===== config.mk =====
export PLATFORM = sky130hd
export DESIGN_NAME = output_writer
export DESIGN_NICKNAME = d
export VERILOG_FILES = /design/src/rtl/output_writer_pkg.sv /design/src/rtl/output_writer_seg_decoder.sv /design/src/rtl/output_writer.sv
export SDC_FILE = /design/constraint.sdc
export NUM_CORES = 1
export LEC_CHECK = 0
export CAP_MARGIN = 30
export CORE_ASPECT_RATIO = 1.1
export CORE_UTILIZATION = 55
export CTS_CLUSTER_SIZE = 40
export DETAILED_ROUTE_END_ITERATION = 10
export HOLD_SLACK_MARGIN = 0.06
export PLACE_DENSITY = 0.89
export SLEW_MARGIN = 40
export SYNTH_ARGS = -nofsm -noshare
export SYNTH_HDL_FRONTEND = slang
export SYNTH_HIERARCHICAL = 1
export SYNTH_SLANG_ARGS = --single-unit

===== constraint.sdc =====
create_clock -name clk -period 2.7 [get_ports clk]
set_input_delay 0.405 -clock clk [delete_from_list [all_inputs] [get_ports clk]]
set_output_delay 0.405 -clock clk [all_outputs]
set_load 0.01 [all_outputs]

===== src/rtl/output_writer_pkg.sv =====
// Shared constants for the MMIO output writer: register map, CTRL layout,
// reset values and the 7-segment glyph table.
package output_writer_pkg;

  localparam int unsigned DATA_W = 32;
  localparam int unsigned ADDR_W = 2;
  localparam int unsigned BYTE_W = 8;
  localparam int unsigned NIB_W  = 4;
  localparam int unsigned SLOT_W = 2;

  localparam logic [ADDR_W-1:0] ADDR_LED  = 2'd0;
  localparam logic [ADDR_W-1:0] ADDR_DISP = 2'd1;
  localparam logic [ADDR_W-1:0] ADDR_CTRL = 2'd2;
  localparam logic [ADDR_W-1:0] ADDR_RSVD = 2'd3;

  localparam int unsigned CTRL_EN_BIT    = 0;
  localparam int unsigned CTRL_BLANK_LSB = 8;

  typedef struct packed {
    logic [BYTE_W-1:0] blank;
    logic              en;
  } ctrl_t;

  localparam ctrl_t             CTRL_RST  = '{blank: 8'h00, en: 1'b1};
  localparam logic [BYTE_W-1:0] LIGHT_RST = 8'h00;
  localparam logic [DATA_W-1:0] DISP_RST  = 32'h0000_0000;
  localparam logic [BYTE_W-1:0] TUB_RST   = 8'h11;

  // Bits 7..0 = a,b,c,d,e,f,g,dp; entry 0 is the rightmost element.
  localparam logic [15:0][BYTE_W-1:0] GLYPH_TABLE = {
    8'h8E, 8'h9E, 8'h7A, 8'h9C, 8'h3E, 8'hEE, 8'hF6, 8'hFE,
    8'hE0, 8'hBE, 8'hB6, 8'h66, 8'hF2, 8'hDA, 8'h60, 8'hFC
  };

  localparam logic [BYTE_W-1:0] SEG_RST = GLYPH_TABLE[0];

endpackage


===== src/rtl/output_writer_seg_decoder.sv =====
// Combinational hex nibble to 7-segment glyph lookup (dp always off).
module seg_decoder
  import output_writer_pkg::*;
(
  input  logic [NIB_W-1:0]  digit_i,
  output logic [BYTE_W-1:0] seg_o
);

  assign seg_o = GLYPH_TABLE[digit_i];

endmodule


===== src/rtl/output_writer.sv =====
// MMIO output writer: LED latch, CTRL register and a 4-slot multiplexed
// 8-digit 7-segment driver with frame-synchronous DISP updates.
module output_writer
  import output_writer_pkg::*;
#(
  parameter int unsigned SCAN_DIV = 100000
) (
  input  logic              clk,
  input  logic              rst,
  input  logic              wr_en,
  input  logic [ADDR_W-1:0] wr_addr,
  input  logic [DATA_W-1:0] wr_data,
  output logic              wr_ready,
  output logic [BYTE_W-1:0] light,
  output logic [BYTE_W-1:0] tub_ctrl,
  output logic [BYTE_W-1:0] seg_ctrl1,
  output logic [BYTE_W-1:0] seg_ctrl2
);

  localparam int unsigned PRESC_W = $clog2(SCAN_DIV);
  localparam logic [PRESC_W-1:0] PRESC_MAX = PRESC_W'(SCAN_DIV - 1);

  logic [PRESC_W-1:0] presc_q, presc_d;
  logic [SLOT_W-1:0]  scan_q, scan_d;
  logic [DATA_W-1:0]  disp_q, disp_d;
  logic [DATA_W-1:0]  shadow_q, shadow_d;
  ctrl_t              ctrl_q, ctrl_d;
  logic [BYTE_W-1:0]  light_q, light_d;
  logic               ready_q, ready_d;
  logic [BYTE_W-1:0]  tub_q, tub_d;
  logic [BYTE_W-1:0]  seg1_q, seg1_d;
  logic [BYTE_W-1:0]  seg2_q, seg2_d;

  logic               slot_end_c;
  logic               frame_end_c;
  logic               accept_c;
  logic [4:0]         lo_idx_c;
  logic [4:0]         hi_idx_c;
  logic [NIB_W-1:0]   lo_nib_c;
  logic [NIB_W-1:0]   hi_nib_c;
  logic [BYTE_W-1:0]  lo_glyph_c;
  logic [BYTE_W-1:0]  hi_glyph_c;
  logic [3:0]         slot_oh_c;
  logic               blank_lo_c;
  logic               blank_hi_c;

  assign slot_end_c  = (presc_q == PRESC_MAX);
  assign frame_end_c = slot_end_c && (scan_q == 2'd3);
  assign accept_c    = wr_en && ready_q;

  // Scan timebase, register file and shadow-to-active commit.
  always_comb begin
    presc_d  = presc_q;
    scan_d   = scan_q;
    disp_d   = disp_q;
    shadow_d = shadow_q;
    ctrl_d   = ctrl_q;
    light_d  = light_q;
    ready_d  = ready_q;

    if (slot_end_c) begin
      presc_d = '0;
      scan_d  = scan_q + 2'd1;
    end else begin
      presc_d = presc_q + PRESC_W'(1);
    end

    // A pending value only lands between frames so no frame mixes two values.
    if (frame_end_c && !ready_q) begin
      disp_d  = shadow_q;
      ready_d = 1'b1;
    end

    if (accept_c) begin
      case (wr_addr)
        ADDR_LED:  light_d = wr_data[BYTE_W-1:0];
        ADDR_DISP: begin
          shadow_d = wr_data;
          ready_d  = 1'b0;
        end
        ADDR_CTRL: ctrl_d = '{blank: wr_data[CTRL_BLANK_LSB +: BYTE_W],
                              en:    wr_data[CTRL_EN_BIT]};
        ADDR_RSVD: ;
        default:   ;
      endcase
    end
  end

  // Slot k drives digit k on the low bus and digit k+4 on the high bus.
  assign lo_idx_c   = {1'b0, scan_q, 2'b00};
  assign hi_idx_c   = {1'b1, scan_q, 2'b00};
  assign lo_nib_c   = disp_q[lo_idx_c +: NIB_W];
  assign hi_nib_c   = disp_q[hi_idx_c +: NIB_W];
  assign slot_oh_c  = 4'b0001 << scan_q;
  assign blank_lo_c = ctrl_q.blank[{1'b0, scan_q}];
  assign blank_hi_c = ctrl_q.blank[{1'b1, scan_q}];

  seg_decoder u_dec_hi (
    .digit_i (hi_nib_c),
    .seg_o   (hi_glyph_c)
  );

  seg_decoder u_dec_lo (
    .digit_i (lo_nib_c),
    .seg_o   (lo_glyph_c)
  );

  always_comb begin
    tub_d  = '0;
    seg1_d = '0;
    seg2_d = '0;
    if (ctrl_q.en) begin
      if (!blank_hi_c) begin
        tub_d[7:4] = slot_oh_c;
        seg1_d     = hi_glyph_c;
      end
      if (!blank_lo_c) begin
        tub_d[3:0] = slot_oh_c;
        seg2_d     = lo_glyph_c;
      end
    end
  end

  always_ff @(posedge clk or negedge rst) begin
    if (!rst) begin
      presc_q  <= '0;
      scan_q   <= '0;
      disp_q   <= DISP_RST;
      shadow_q <= DISP_RST;
      ctrl_q   <= CTRL_RST;
      light_q  <= LIGHT_RST;
      ready_q  <= 1'b1;
      tub_q    <= TUB_RST;
      seg1_q   <= SEG_RST;
      seg2_q   <= SEG_RST;
    end else begin
      presc_q  <= presc_d;
      scan_q   <= scan_d;
      disp_q   <= disp_d;
      shadow_q <= shadow_d;
      ctrl_q   <= ctrl_d;
      light_q  <= light_d;
      ready_q  <= ready_d;
      tub_q    <= tub_d;
      seg1_q   <= seg1_d;
      seg2_q   <= seg2_d;
    end
  end

  assign wr_ready  = ready_q;
  assign light     = light_q;
  assign tub_ctrl  = tub_q;
  assign seg_ctrl1 = seg1_q;
  assign seg_ctrl2 = seg2_q;

endmodule


* Yosys cells after proc, flatten, opt, wreduce, memory -nomap -nowiden
Memories as Yosys holds them, arrays and structs flattened.
Cells that the tools add are included.
** Cells by class
- Muxes and demuxes :: 17
- Magnitude comparators :: 4
- Shifts and indexed selects :: 3
- Equality and inequality tests :: 4
- Add/subtract/negate cells :: 2
- Reduce and logical (&&, ||, !) cells :: 8
** Operator list (number)
- $mux W8 :: 7
- $shiftx A32 B5 Y4 :: 1
- $shiftx A32 B6 Y4 :: 1
- $add A17 B1 Y17 const B :: 1
- $eq A17 B17 Y1 const B :: 1
- $mux W17 :: 1
- $lt A4 B5 Y1 const B :: 2
- $mux W4 :: 2
- $reduce_and A2 Y1 :: 3
- $mux W1 :: 5
- $bmux W1 S2 :: 2
- $eq A2 B2 Y1 const B :: 2
- $lt A2 B4 Y1 const B :: 1
- $lt A3 B4 Y1 const B :: 1
- $shl A1 B2 Y4 const A :: 1
- $logic_and A1 B1 Y1 :: 3
- $add A2 B1 Y2 const B :: 1
- $eq A2 B1 Y1 const B :: 1
- $logic_not A2 Y1 :: 1
- $logic_not A1 Y1 :: 1
** Word-level totals
- Flip-flop bits (word level) :: 125
- Word-level logic and storage cells :: 51
- Output and inout port bits :: 33
- Memory bits (read-only) :: 256
- Input bits :: 37
- Memories kept :: 2
** Memories
- (name not given) :: words 16, width 8, rd ports 1, clocked after memory_dff 0, write ports 0, RTL line output_writer_seg_decoder.sv:9 : assign seg_o = GLYPH_TABLE[digit_i];
- (name not given) :: words 16, width 8, rd ports 1, clocked after memory_dff 0, write ports 0, RTL line output_writer_seg_decoder.sv:9

* Longest topological paths before layout
Gate-level depths: netlist of run 1.
- Depth in word-level cells :: 6
- Gate-level depth with buffers :: 7

* Hierarchy
Netlist of run 1, hierarchy kept.
** By module, submodules not included
- output_writer :: area each 5044.8 sq um, cells an instance 330, instances 1
- seg_decoder at u_dec_hi :: area each 301.5 sq um, cells an instance 35, instances 1
- seg_decoder at u_dec_lo :: area each 299.0 sq um, cells an instance 35, instances 1

* Worst setup path before layout of run 1
OpenSTA, ideal clock, no wires.
- Path type :: flip-flop to flip-flop
- Start point :: register scan_q[0]
- End point :: register seg1_q[4] (netlist: seg_ctrl1[4])
- Library setup time :: 77 ps
- Arrival time :: 2243 ps
- Stages on the path, launching flop included :: 8
- Required time :: 2623 ps
- Clock period less this slack :: 2321 ps
- Slack :: 379 ps
- Cell sequence :: dfrtp_1 -> buf_2 -> mux4_2 -> inv_1 -> ha_1 -> inv_1 -> mux4_1 -> and2_1
** On the way
- Cells in the longest elaborated chain, start to end :: 5
** RTL lines
- from (decl) :: RTL line output_writer.sv:24 : logic [SLOT_W-1:0] scan_q, scan_d;
- from (signal assigned) :: RTL line output_writer.sv:138 : scan_q <= scan_d;
- $shiftx A32 B6 Y4 :: RTL line output_writer.sv:93 : assign hi_nib_c = disp_q[hi_idx_c +: NIB_W];
- net hi_nib_c[1] :: RTL line output_writer.sv:40 : logic [NIB_W-1:0] hi_nib_c;
- $mem_v2 Z16 W8
- $mux W8 (not written as such) :: RTL line output_writer_seg_decoder.sv:9
- net hi_glyph_c[4] :: RTL line output_writer.sv:42 : logic [BYTE_W-1:0] hi_glyph_c;
- $mux W8 :: RTL line output_writer.sv:113 : if (!blank_hi_c) begin
- $mux W8 :: RTL line output_writer.sv:112 : if (ctrl_q.en) begin
- net seg1_d[4] :: RTL line output_writer.sv:31 : logic [BYTE_W-1:0] seg1_q, seg1_d;
- to (signal assigned) :: RTL line output_writer.sv:145 : seg1_q <= seg1_d;
- to (decl) :: RTL line output_writer.sv:31
The timed path passes the listed nets, and every way through them passes these cells. The select of a mux whose other input is x is not followed.
A chain may end at the register's enable or synchronous reset.

* Final worst setup path of run 1
Ends and elaborated chain as after synthesis.

==> metrics, run 1 <==
dominant cell type by count on the critical path inv_1; layout cell share with drive strength beyond 1 32.2%; Synth cell types 44; synthesized net count 456; Critical-path top delay cell mux4_2; crit path kind flip-flop to flip-flop; fin crit share 92.2%; xor-xnor portion of the synthesized cell area 2.33%; H-tree Lvls 4; Syn. warnings 6; worst vdd ir 0.399 mV; post-synthesis mux area share 23.2%; worst r2r path cells 6; CP Cell Sequence mux4_2 -> inv_1 -> ha_1 -> inv_1 -> mux4_1 -> and2_1; Worst Path Buf+Inv 2; main combinational cell family by area after synthesis multiplexers; Register-to-Register Setup Slack 0.21 ns; RSZ-0062 raised after global routing no; Initial Utilization 56.8%; Placed Cells incl. Taps 578; Seq/Total Area, Yosys 55.8%; clk buf depth 2; wirelength, routed 10.8 mm; Buffers on Ports 69; GRT Total Usage 22.6%; peak-usage layer in the global routing report met2; vias in the first global route 3538; Post-Layout Cell Count 611; CTS resizes 0; Cells after Synth 400; Power Dens Cells 601 nW/um^2; final setup vio count 0; Tmin final 2.49 ns; Die X 98.6 um; post-synthesis adder-cell area fraction 4.21%; CP Capture Point seg_ctrl1[4]$_DFF_PN1_; die area 10700 um^2; simple-gate portion of the synthesized area 9.33%; flops & latches, synth 125; critical path startpoint scan_q[0]$_DFFE_PN0N_; CTS tree done; CP Depth 6; Achievable Freq 0.402 GHz; Slew @ Worst Pin 0.618 ns; most common cell in the netlist dfrtp_1; first-pass GRT wire length 17.8 mm; vias 3423; M1 GR Usage 27.6%; Worst Hold Class input pin to async pin; clk_lat worst skew 0.52 ns; Post-synth ARST share 100%; CP Launch Type flip-flop; DP Wirelength 6.91 mm; Setup TNS Final 0 ns; Vias per Instance 5.60; largest fanout on the critical path 8; Core Rows 38; number of synthesized flops with an enable pin 0; Clock Tree Root clkbuf_8; number of diodes 0; io pins 70; area grow syn2layout 24.7%; crit end category flip-flop; Worst path max stage delay 0.64 ns; DR WL/cell 17.6 um; Worst EP arrival 2.94 ns; GP Congestion 0.813; outcome finished, final reports clean; largest net degree at the start of global routing 95; largest area contributor in the netlist dfrtp_1; DR pass1 iterations 4; Die Y 108 um; most instantiated cells after synthesis dfrtp_1, mux2_2, and2_1, ha_1, dfstp_2; Avg Cell Area, Syn 14.1 um^2; maxcap violations 0; post-synth top area share 48.3%; Num CTS Buffers 17; Final #Nets 534; post-synthesis compound-gate area fraction 1.91%; Synth area leaders dfrtp_1, mux2_2, dfstp_2, ha_1, mux4_2; Critical Path RT 3.15 ns; FILL cells 630; total gr overflow 0; Leak 3.24 nW; initial antenna violation count 0; clk slew on worst S/H paths 0.06 ns; crit-path leading delay family multiplexers; initial DRC count 216; drc violations 0; skew final 0.00705 ns; ys flop type dfrtp_1; Routed Antenna Nets 0; worst hold slack 0.347 ns; met3 GRT Util 6.59%; met2 Use GR 38.0%; Setup Buffers After CTS 0; Final Hold Vio Count 0; Max-slew headroom 58.6%; r2r startpoint scan_q[0]$_DFFE_PN0N_; Mapped Area 5650 um^2; core outline area 9940 um^2; # clock sinks 125; max-slew violations 0; R2R Path End seg_ctrl1[4]$_DFF_PN1_
==> through the flow <==
step                total power [mW]  setup slack, ns  instance area (um^2)  util [%]
CTS                             4.26            0.213                  7040      70.8
global placement                2.01            0.391                  6430      64.8
global route                    4.36           0.0785                  7040      70.8
detailed placement              2.01            0.273                  6430      64.8
floorplan                       1.91            0.379                  5650         -
finish                          4.23            0.210                  7040      70.8
==> power by group <==
part           total [mW]  switching, mW  internal, mW
Clock                2.25          0.755          1.50
Sequential           1.88              0          1.88
Combinational      0.0988         0.0485        0.0503
==> placed cells by master (no fill, tap or decap), drive strengths merged, types with 3 or more instances in the layout <==
cell type,netlist,final
clkbuf,7,25
nor3,5,5
buf,12,9
clkdlybuf4s50,0,68
mux2,88,88
ha,19,19
dfstp,16,16
mux2i,4,4
xnor2,7,7
mux4,12,12
nand3,7,7
bufinv,0,3
xor2,8,8
a21oi,7,7
inv,14,14
nor4,4,4
nor2b,5,5
and2,27,27
dfrtp,109,109
nand4,7,7
nand2,7,7
nor2,11,11
clkinv,0,4
==> layout make-up <==
class,count,area (um^2),share of cell area [%]
clock buffer,25,484,6.88
clock inverter,7,110,1.56
inverter,14,52.6,0.747
multi-input combinational,242,2320,33.0
sequential,125,3150,44.7
tap,120,150,2.13
timing repair buffer,78,771,10.9
==> sequential cells by signal, summed over array words and instances (netlist names) <==
signal	cells
disp_q	32
shadow_q	32
presc_q	17
ctrl_q	9
light	8
seg_ctrl1	8
seg_ctrl2	8
tub_ctrl	8
scan_q	2
wr_ready	1
==> logic make-up after synthesis <==
kind of cell | Yosys count
AOI/OAI and AO/OA | 15
xor gates and xnor gates | 15
adders and majority gates | 19
buffers and inverters | 33
DFF | 125
muxes | 104
other | 2
and+or+nand+nor | 87
==> what timing repair did <==
action,4_1_cts,5_1_grt
setup endpoints to repair,0,0
hold buffers,1,0
endpoints found under the hold margin,23,0
==> worst min-delay path by stage <==
stage	startpoint	endpoint	slack, ns
global route	rst	shadow_q[19]$_DFFE_PN0P_	0.37
CTS	rst	shadow_q[19]$_DFFE_PN0P_	0.35
floorplan	rst	ctrl_q[1]$_DFFE_PN0P_	0.11
detailed placement	rst	shadow_q[30]$_DFFE_PN0P_	0.36
global placement	rst	shadow_q[30]$_DFFE_PN0P_	0.36
finish	rst	shadow_q[19]$_DFFE_PN0P_	0.35
==> metal layers <==
metal / routed length [um] / up-vias
met2: 5570 / 87
met4: 222 / 0
met3: 427 / 21
met1: 4570 / 1748
met5: 0 / -
li1: - / 1567
(Power assumes the default switching activity.)
==> run 2, diff against run 1 <==
- CORE_UTILIZATION: 55 -> 50
- PLACE_DENSITY: 0.89 -> 0.83
==> run 2 against run 1 <==
Compared with the run above: clock power increased by 4%; register-to-register slack improved by 0.03 ns; final cell count increased by 4.3%; power increased by 2.4%; setup slack improved by 0.031 ns; global-route usage decreased by 2.8 points; highest routed layer unchanged; maximum frequency increased by 1.3%; clock skew increased by 0.0021 ns.
==> metrics, run 2 (synthesis gave the netlist of run 1 again) <==
outcome finished, final reports clean (unchanged); CP Cell Sequence mux4_2 -> inv_1 -> ha_1 -> inv_1 -> mux4_1 -> and2_1 (unchanged); DP Wirelength 7.06 mm (was 6.91 mm); Slew @ Worst Pin 0.585 ns (was 0.618 ns); hold buffer count at cts 1 (unchanged); Die Y 113 um (was 108 um); DR pass1 iterations 4 (unchanged); Vias per Instance 5.27 (was 5.60); crit path kind flip-flop to flip-flop (unchanged); Setup TNS Final 0 ns (unchanged); Leak 3.24 nW (about the same); CP Launch Type flip-flop (unchanged); Core Rows 40 (was 38); final core occ 64.8% (was 70.8%); wirelength, routed 10.4 mm (was 10.8 mm); Register-to-Register Setup Slack 0.24 ns (was 0.21 ns); initial DRC count 111 (was 216); r2r startpoint scan_q[0]$_DFFE_PN0N_ (unchanged); number of diodes 0 (unchanged); Buffers on Ports 69 (unchanged); initial antenna violation count 0 (unchanged); H-tree Lvls 4 (unchanged); dominant cell type by count on the critical path inv_1 (unchanged); fin crit share 91.1% (was 92.2%); Worst Hold Class flip-flop to flip-flop (was input pin to async pin); total gr overflow 0 (unchanged); max-slew violations 0 (unchanged); layout cell share with drive strength beyond 1 32.9% (was 32.2%); maxcap violations 0 (unchanged); crit-path leading delay family multiplexers (unchanged); Max-slew headroom 60.8% (was 58.6%); Final WS setup 0.241 ns (was 0.210 ns); Critical Path RT 3.04 ns (was 3.15 ns); GP Congestion 0.833 (was 0.813); Achievable Freq 0.407 GHz (was 0.402 GHz); largest net degree at the start of global routing 44 (was 95); Worst EP arrival 2.80 ns (was 2.94 ns); RSZ-0062 raised after global routing no (unchanged); Routed Antenna Nets 0 (unchanged); crit end category flip-flop (unchanged); largest registers disp_q x32, shadow_q x32, presc_q x17 (unchanged); clk buf depth 2 (unchanged); final setup vio count 0 (unchanged); Post-Place Setup Slack 0.253 ns (was 0.273 ns); GRT Total Usage 19.8% (was 22.6%); CP Capture Point seg_ctrl1[4]$_DFF_PN1_ (unchanged); Worst Path Buf+Inv 2 (unchanged); Die X 103 um (was 98.6 um); Setup Buffers After CTS 0 (unchanged); Total Power 4.33 mW (was 4.23 mW); Worst path max stage delay 0.65 ns (was 0.64 ns); Initial Utilization 51.5% (was 56.8%); vias 3357 (was 3423); Placed Area 6470 um^2 (was 6430 um^2); CP Depth 6 (unchanged); worst hold slack 0.460 ns (was 0.347 ns); skew final 0.00915 ns (was 0.00705 ns); io pins 70 (unchanged); CTS resizes 0 (unchanged); # clock sinks 125 (unchanged); core outline area 11000 um^2 (was 9940 um^2); critical path startpoint scan_q[0]$_DFFE_PN0N_ (unchanged); most frequent cells in the layout dfrtp_1, mux2_2, clkdlybuf4s50_1 (unchanged); clk_lat worst skew 0.41 ns (was 0.52 ns); clk slew on worst S/H paths 0.05 ns (was 0.06 ns); FILL cells 739 (was 630); Post-Layout Cell Count 637 (was 611); largest fanout on the critical path 10 (was 8); Final #Nets 534 (unchanged); Design Area, Final 7110 um^2 (was 7040 um^2); Critical-path top delay cell dfrtp_1 (was mux4_2); die area 11700 um^2 (was 10700 um^2); Clock Tree Root clkbuf_16 (was clkbuf_8); DR WL/cell 16.4 um (was 17.6 um); Final Hold Vio Count 0 (unchanged); Tmin final 2.46 ns (was 2.49 ns); Placed Cells incl. Taps 605 (was 578); Num CTS Buffers 17 (unchanged); worst r2r path cells 6 (unchanged); vias in the first global route 3450 (was 3538); CTS tree done (unchanged); R2R Path End seg_ctrl1[4]$_DFF_PN1_ (unchanged); drc violations 0 (unchanged); first-pass GRT wire length 17.1 mm (was 17.8 mm); worst vdd ir 0.349 mV (was 0.399 mV); Power Dens Cells 609 nW/um^2 (was 601 nW/um^2); area grow syn2layout 25.9% (was 24.7%); commonest non-fill, non-tap cell in the layout dfrtp_1 (unchanged)
[run 2: changes by cell type in the layout (fill, tap and decap cells not counted)]
cell        change
clkbuf_1        -4
clkinvlp_4      +4
clkinv_2        -3
clkbuf_16       +1
clkinv_4        +1
[run 2: cell type report]
class | instances | area [um^2] | share of cell area [%]
clock buffers | 22 | 494 | 6.95
clock inverters | 9 | 134 | 1.88
inverters | 14 | 52.6 | 0.739
multi-input cells | 242 | 2320 | 32.7
flip-flops and latches | 125 | 3150 | 44.3
well taps | 147 | 184 | 2.59
repair buffers | 78 | 771 | 10.8
[run 2: worst min-delay path by stage]
stage,from,to,slack [ns],cells after the start
after floorplan,rst,ctrl_q[1]$_DFFE_PN0P_,0.11,0
after global placement,rst,shadow_q[28]$_DFFE_PN0P_,0.40,1
after detailed placement,rst,disp_q[30]$_DFFE_PN0P_,0.41,1
after CTS,presc_q[0]$_DFF_PN0_,presc_q[0]$_DFF_PN0_,0.46,1
after global routing,presc_q[0]$_DFF_PN0_,presc_q[0]$_DFF_PN0_,0.48,1
final,presc_q[0]$_DFF_PN0_,presc_q[0]$_DFF_PN0_,0.46,1
[run 2: per-layer routing]
layer | GRT usage [%] | vias to the layer above | wire length [um]
li1 | - | 1554 | -
met1 | 25.1 | 1717 | 4590
met2 | 32.5 | 73 | 5340
met3 | 5.21 | 13 | 335
met4 | 7.61 | 0 | 148
met5 | 0 | - | 0
[run 2: power by group]
group	internal [mW]	total [mW]	leakage [nW]	switching, mW
Combinational	0.0521	0.101	1.27	0.0484
Clock	1.57	2.35	0.296	0.786
Sequential	1.88	1.88	1.67	0
Total	3.50	4.33	3.24	0.835
==> run 3, diff against run 2 <==
- CAP_MARGIN: 30 -> 20
==> results of run 3 <==
The final DEF is identical to that of run 2; final timing and power are the same.
==> edit 1, RTL diff (config.mk and constraints of run 2) <==
Set the package constant `DATA_W` to 40 (it was 32).
--- a/src/rtl/output_writer_pkg.sv
+++ b/src/rtl/output_writer_pkg.sv
@@ -4,3 +4,3 @@
 
-  localparam int unsigned DATA_W = 32;
+  localparam int unsigned DATA_W = 40;
   localparam int unsigned ADDR_W = 2;
Ports: changed (resized wr_data); port bits go from 70 to 78. No check against the original RTL was run, so the function may have changed too.
==> edit 1 against run 2 <==
  * Power is 2.0% lower
  * Setup slack better by 0.069 ns
  * Area after synthesis is 0.44% lower
  * Critical path depth stayed put
  * Design area is 0.39% lower
  * Wire length is 0.76% lower
  * Sequential cell count stayed put
  * Critical path type unchanged
==> edit 1: results (changes against run 2) <==
xor and xnor area share after synthesis=0.02182 (was 0.02327); Unique masters post-synth=43 (was 44); Hold WS=0.4539 ns (was 0.4603 ns); first-pass GRT wire length=17,260 µm (was 17,070 µm); leakage=0.003236 µW (was 0.003238 µW); most frequent cells after synthesis=dfrtp_1, mux2_2, and2_1, ha_1, dfstp_2 (unchanged); final net count=543 (was 534); layout cell share with drive strength beyond 1=0.3232 (was 0.3286); worst-path maximum fanout=13 (was 10); Max-slew headroom=0.5727 (was 0.6083); Compound-Gate Fraction of Synth Area=0.02115 (was 0.01906); ranking of synthesized cells by area=dfrtp_1, mux2_2, dfstp_2, ha_1, mux4_2 (unchanged); DR vias/cell=5.283 (was 5.270); sequential share of power=0.442 (was 0.433); Max Clock Skew=0.005160 ns (was 0.009152 ns); outcome=finished, final reports clean (unchanged); GP Congestion=0.8076 (was 0.8328); post-placement cell count=606 (was 605); number of global-route vias before repair=3,449 (was 3,450); peak supply drop=0.3970 mV (was 0.3490 mV); post-layout min period=2.390 ns (was 2.459 ns); Synthesized Nets=462 (was 456); clock share of power=0.535 (was 0.543); DP Worst Slack=0.3550 ns (was 0.2526 ns); Hold Path Class=primary input to async pin (was flip-flop to flip-flop); Syn Inst Count=398 (was 400); Filler Cells Inserted=800 (was 739); Iteration-0 DRC Markers=157 (was 111); WL final=10,340 µm (was 10,420 µm); setup slack, reg-to-reg=0.31 ns (was 0.24 ns); DP HPWL=6791 µm (was 7059 µm); Psw=837.6 µW (was 834.8 µW); pwr/cell area=599.3 mW/mm² (was 609.3 mW/mm²); largest net degree at the start of global routing=75 (was 44); Cell Area, Placed=0.006462 mm² (was 0.006469 mm²); crit path launch=scan_q[1] (was scan_q[0]); mux cell area share after synthesis=0.2335 (was 0.2325); post-synthesis sequential area ratio=0.5601 (was 0.5576)
==> edit 1: cell count changes after synthesis, sizes merged, moves of 3 or more <==
cell    before  now
buf         12   15
clkbuf       7    3
nand4        7    4
nor3         5    8
nor4         4    1
==> edit 1: area by class of cell <==
class	instances	area, µm²	area share
Timing Repair Buffer	80	785.8	0.1110
Tap cell	147	183.9	0.02598
Multi-Input combinational cell	241	2302	0.3252
Clock buffer	23	498.0	0.07034
Sequential cell	125	3148	0.4447
Inverter	14	52.55	0.007423
Clock inverter	9	108.9	0.01538
==> edit 1: layer usage <==
metal | vias up | track usage | part of all wire
met4 | 0 | 0.09859 | 0.020
li1 | 1565 | - | -
met3 | 17 | 0.04880 | 0.052
met5 | - | 0 | 0
met2 | 99 | 0.3156 | 0.50
met1 | 1695 | 0.2609 | 0.43
==> edit 1: critical path, cell delays in order (launching register included) <==
cell and delay [ns]:
dfrtp_1 0.72, mux4_2 0.48, inv_1 0.17, ha_1 0.27, inv_1 0.06, mux4_1 0.47
and2_1 0.15
==> edit 2, RTL diff (flow settings as in run 2) <==
Without the edit above. Register the output `seg_ctrl1` once more; this adds one clock of latency there. The other outputs are not delayed to match.
--- a/src/rtl/output_writer.sv
+++ b/src/rtl/output_writer.sv
@@ -152,3 +152,5 @@
   assign tub_ctrl  = tub_q;
-  assign seg_ctrl1 = seg1_q;
+  always_ff @(posedge clk) begin
+    seg_ctrl1 <= seg1_q;
+  end
   assign seg_ctrl2 = seg2_q;
Behaviour: not the same (Yosys sat finds a counterexample within 4 cycles, from zero or initial values and one cycle with rst low).
==> edit 2 against run 2 <==
  * Area after synthesis increased by 5.1%
  * Sequential cell count increased by 8
  * First-iteration DRC count is 100% higher
  * Setup slack got worse by 0.0071 ns
  * Final cell count up 12%
  * Wire length is 5.3% higher
  * Design area rose by 3.3%
Power is not compared: it rests on default switching activity, and its combinational part moved more than twofold at a synthesized area within 25%.
==> edit 2: results (changes against run 2) <==
GP Congestion=0.8067 (was 0.8328); clock buffer count from CTS=17 (unchanged); Worst path max stage delay=0.65 ns (about the same); leakage=0.003332 µW; Total Routing Usage GR=0.1980 (was 0.1979); worst path arrival time=2.81 ns (was 2.80 ns); xor and xnor area share after synthesis=0.02067 (was 0.02327); antenna fix cells=0 (unchanged); Worst setup endpoint=seg1_q[4] (was seg_ctrl1[4]); ranking of synthesized cells by area=dfrtp_1, mux2_4, dfstp_2, nand2_1, mux2_2 (was dfrtp_1, mux2_2, dfstp_2, ha_1, mux4_2); Synthesized Nets=529 (was 456); fraction of registers with async set/reset=0.9398 (was 1.000); internal power=4575 µW; antenna violations before repair=0 (unchanged); Worst Hold Depth=0 (was 1); Vias=3,599 (was 3,357); Max-slew headroom=0.5543 (was 0.6083); Worst path top cell family by delay=multiplexers (unchanged); Filler Cells Inserted=850 (was 739); Clock transition at path regs=0.05 ns (about the same); Iteration-0 DRC Markers=222 (was 111); mux cell area share after synthesis=0.1776 (was 0.2325); H-tree Lvls=4 (unchanged); Fmax=405.5 MHz (was 406.6 MHz); Ys Warns=6 (unchanged); most frequent cells after synthesis=dfrtp_1, nand2_1, mux2_4, and2_1, mux2_2 (was dfrtp_1, mux2_2, and2_1, ha_1, dfstp_2); port bufs=69 (unchanged); Reg-to-Reg Start=scan_q[0] (unchanged); first-pass GRT wire length=18,420 µm (was 17,070 µm); worst min-delay path startpoint=seg1_q[0] (was presc_q[0]); peak supply drop=0.4893 mV; Max Root-Sink Buffers=2 (unchanged); TritonRoute pass-1 iters=4 (unchanged); outcome=finished, final reports clean (unchanged); Unique masters post-synth=46 (was 44); wire per inst=15.43 µm (was 16.36 µm); final net count=604 (was 534); R2R depth=6 (unchanged); postcts setup bufs=0 (unchanged); post-synthesis sequential area ratio=0.5577 (was 0.5576); Seq power=2710 µW; setup slack, reg-to-reg=0.23 ns; Most used DFF post-synth=dfrtp_1 (unchanged); DP HPWL=7422 µm (was 7059 µm); startpoint types=flip-flop (unchanged); clock share of power=0.392; Hold WS=0.3389 ns (was 0.4603 ns); DP Worst Slack=0.2720 ns (was 0.2526 ns); Pwr Total=5958 µW; adder-cell share of the synthesized area=0.04008 (was 0.04211); worst-path maximum fanout=10 (unchanged); Compound-Gate Fraction of Synth Area=0.02046 (was 0.01906); number of global-route vias before repair=3,759 (was 3,450); CTS root buffer=clkbuf_16 (unchanged); largest net degree at the start of global routing=56 (was 44); Max Clock Skew=0.005597 ns (was 0.009152 ns); hold path endpoint=seg_ctrl1[0] (was presc_q[0]); layout cell share with drive strength beyond 1=0.2157 (was 0.3286); slowest CP cell=dfrtp_1 (unchanged)
[edit 2: layout make-up]
class	instances	area, µm²	share of cell area
Clock buffer	24	491.7	0.06695
Clock inverter	8	121.4	0.01652
Inverter	14	52.55	0.007155
Multi-Input combinational cell	304	2400	0.3267
Sequential cell	133	3308	0.4504
Tap cell	150	187.7	0.02555
Timing Repair Buffer	78	783.3	0.1066
[edit 2: what timing repair did]
action / CTS / global route
endpoints found under the setup margin: 0 / 0
resized for setup: 0 / 0
endpoints found under the hold margin: 28 / 0
hold buffers: 1 / 0
[edit 2: metrics by stage]
step | std cells | area [µm²]
2_1_floorplan | 473 | 5932
3_3_place_gp | 678 | 6721
3_5_place_dp | 678 | 6721
4_1_cts | 711 | 7345
5_1_grt | 711 | 7345
6_report | 711 | 7345
[edit 2: routing by layer]
| layer | GRT usage | share of wire |
|---|---|---|
| met5 | 0 | 0 |
| met4 | 0.07685 | 0.014 |
| met3 | 0.05580 | 0.036 |
| met2 | 0.3364 | 0.51 |
| met1 | 0.2422 | 0.44 |
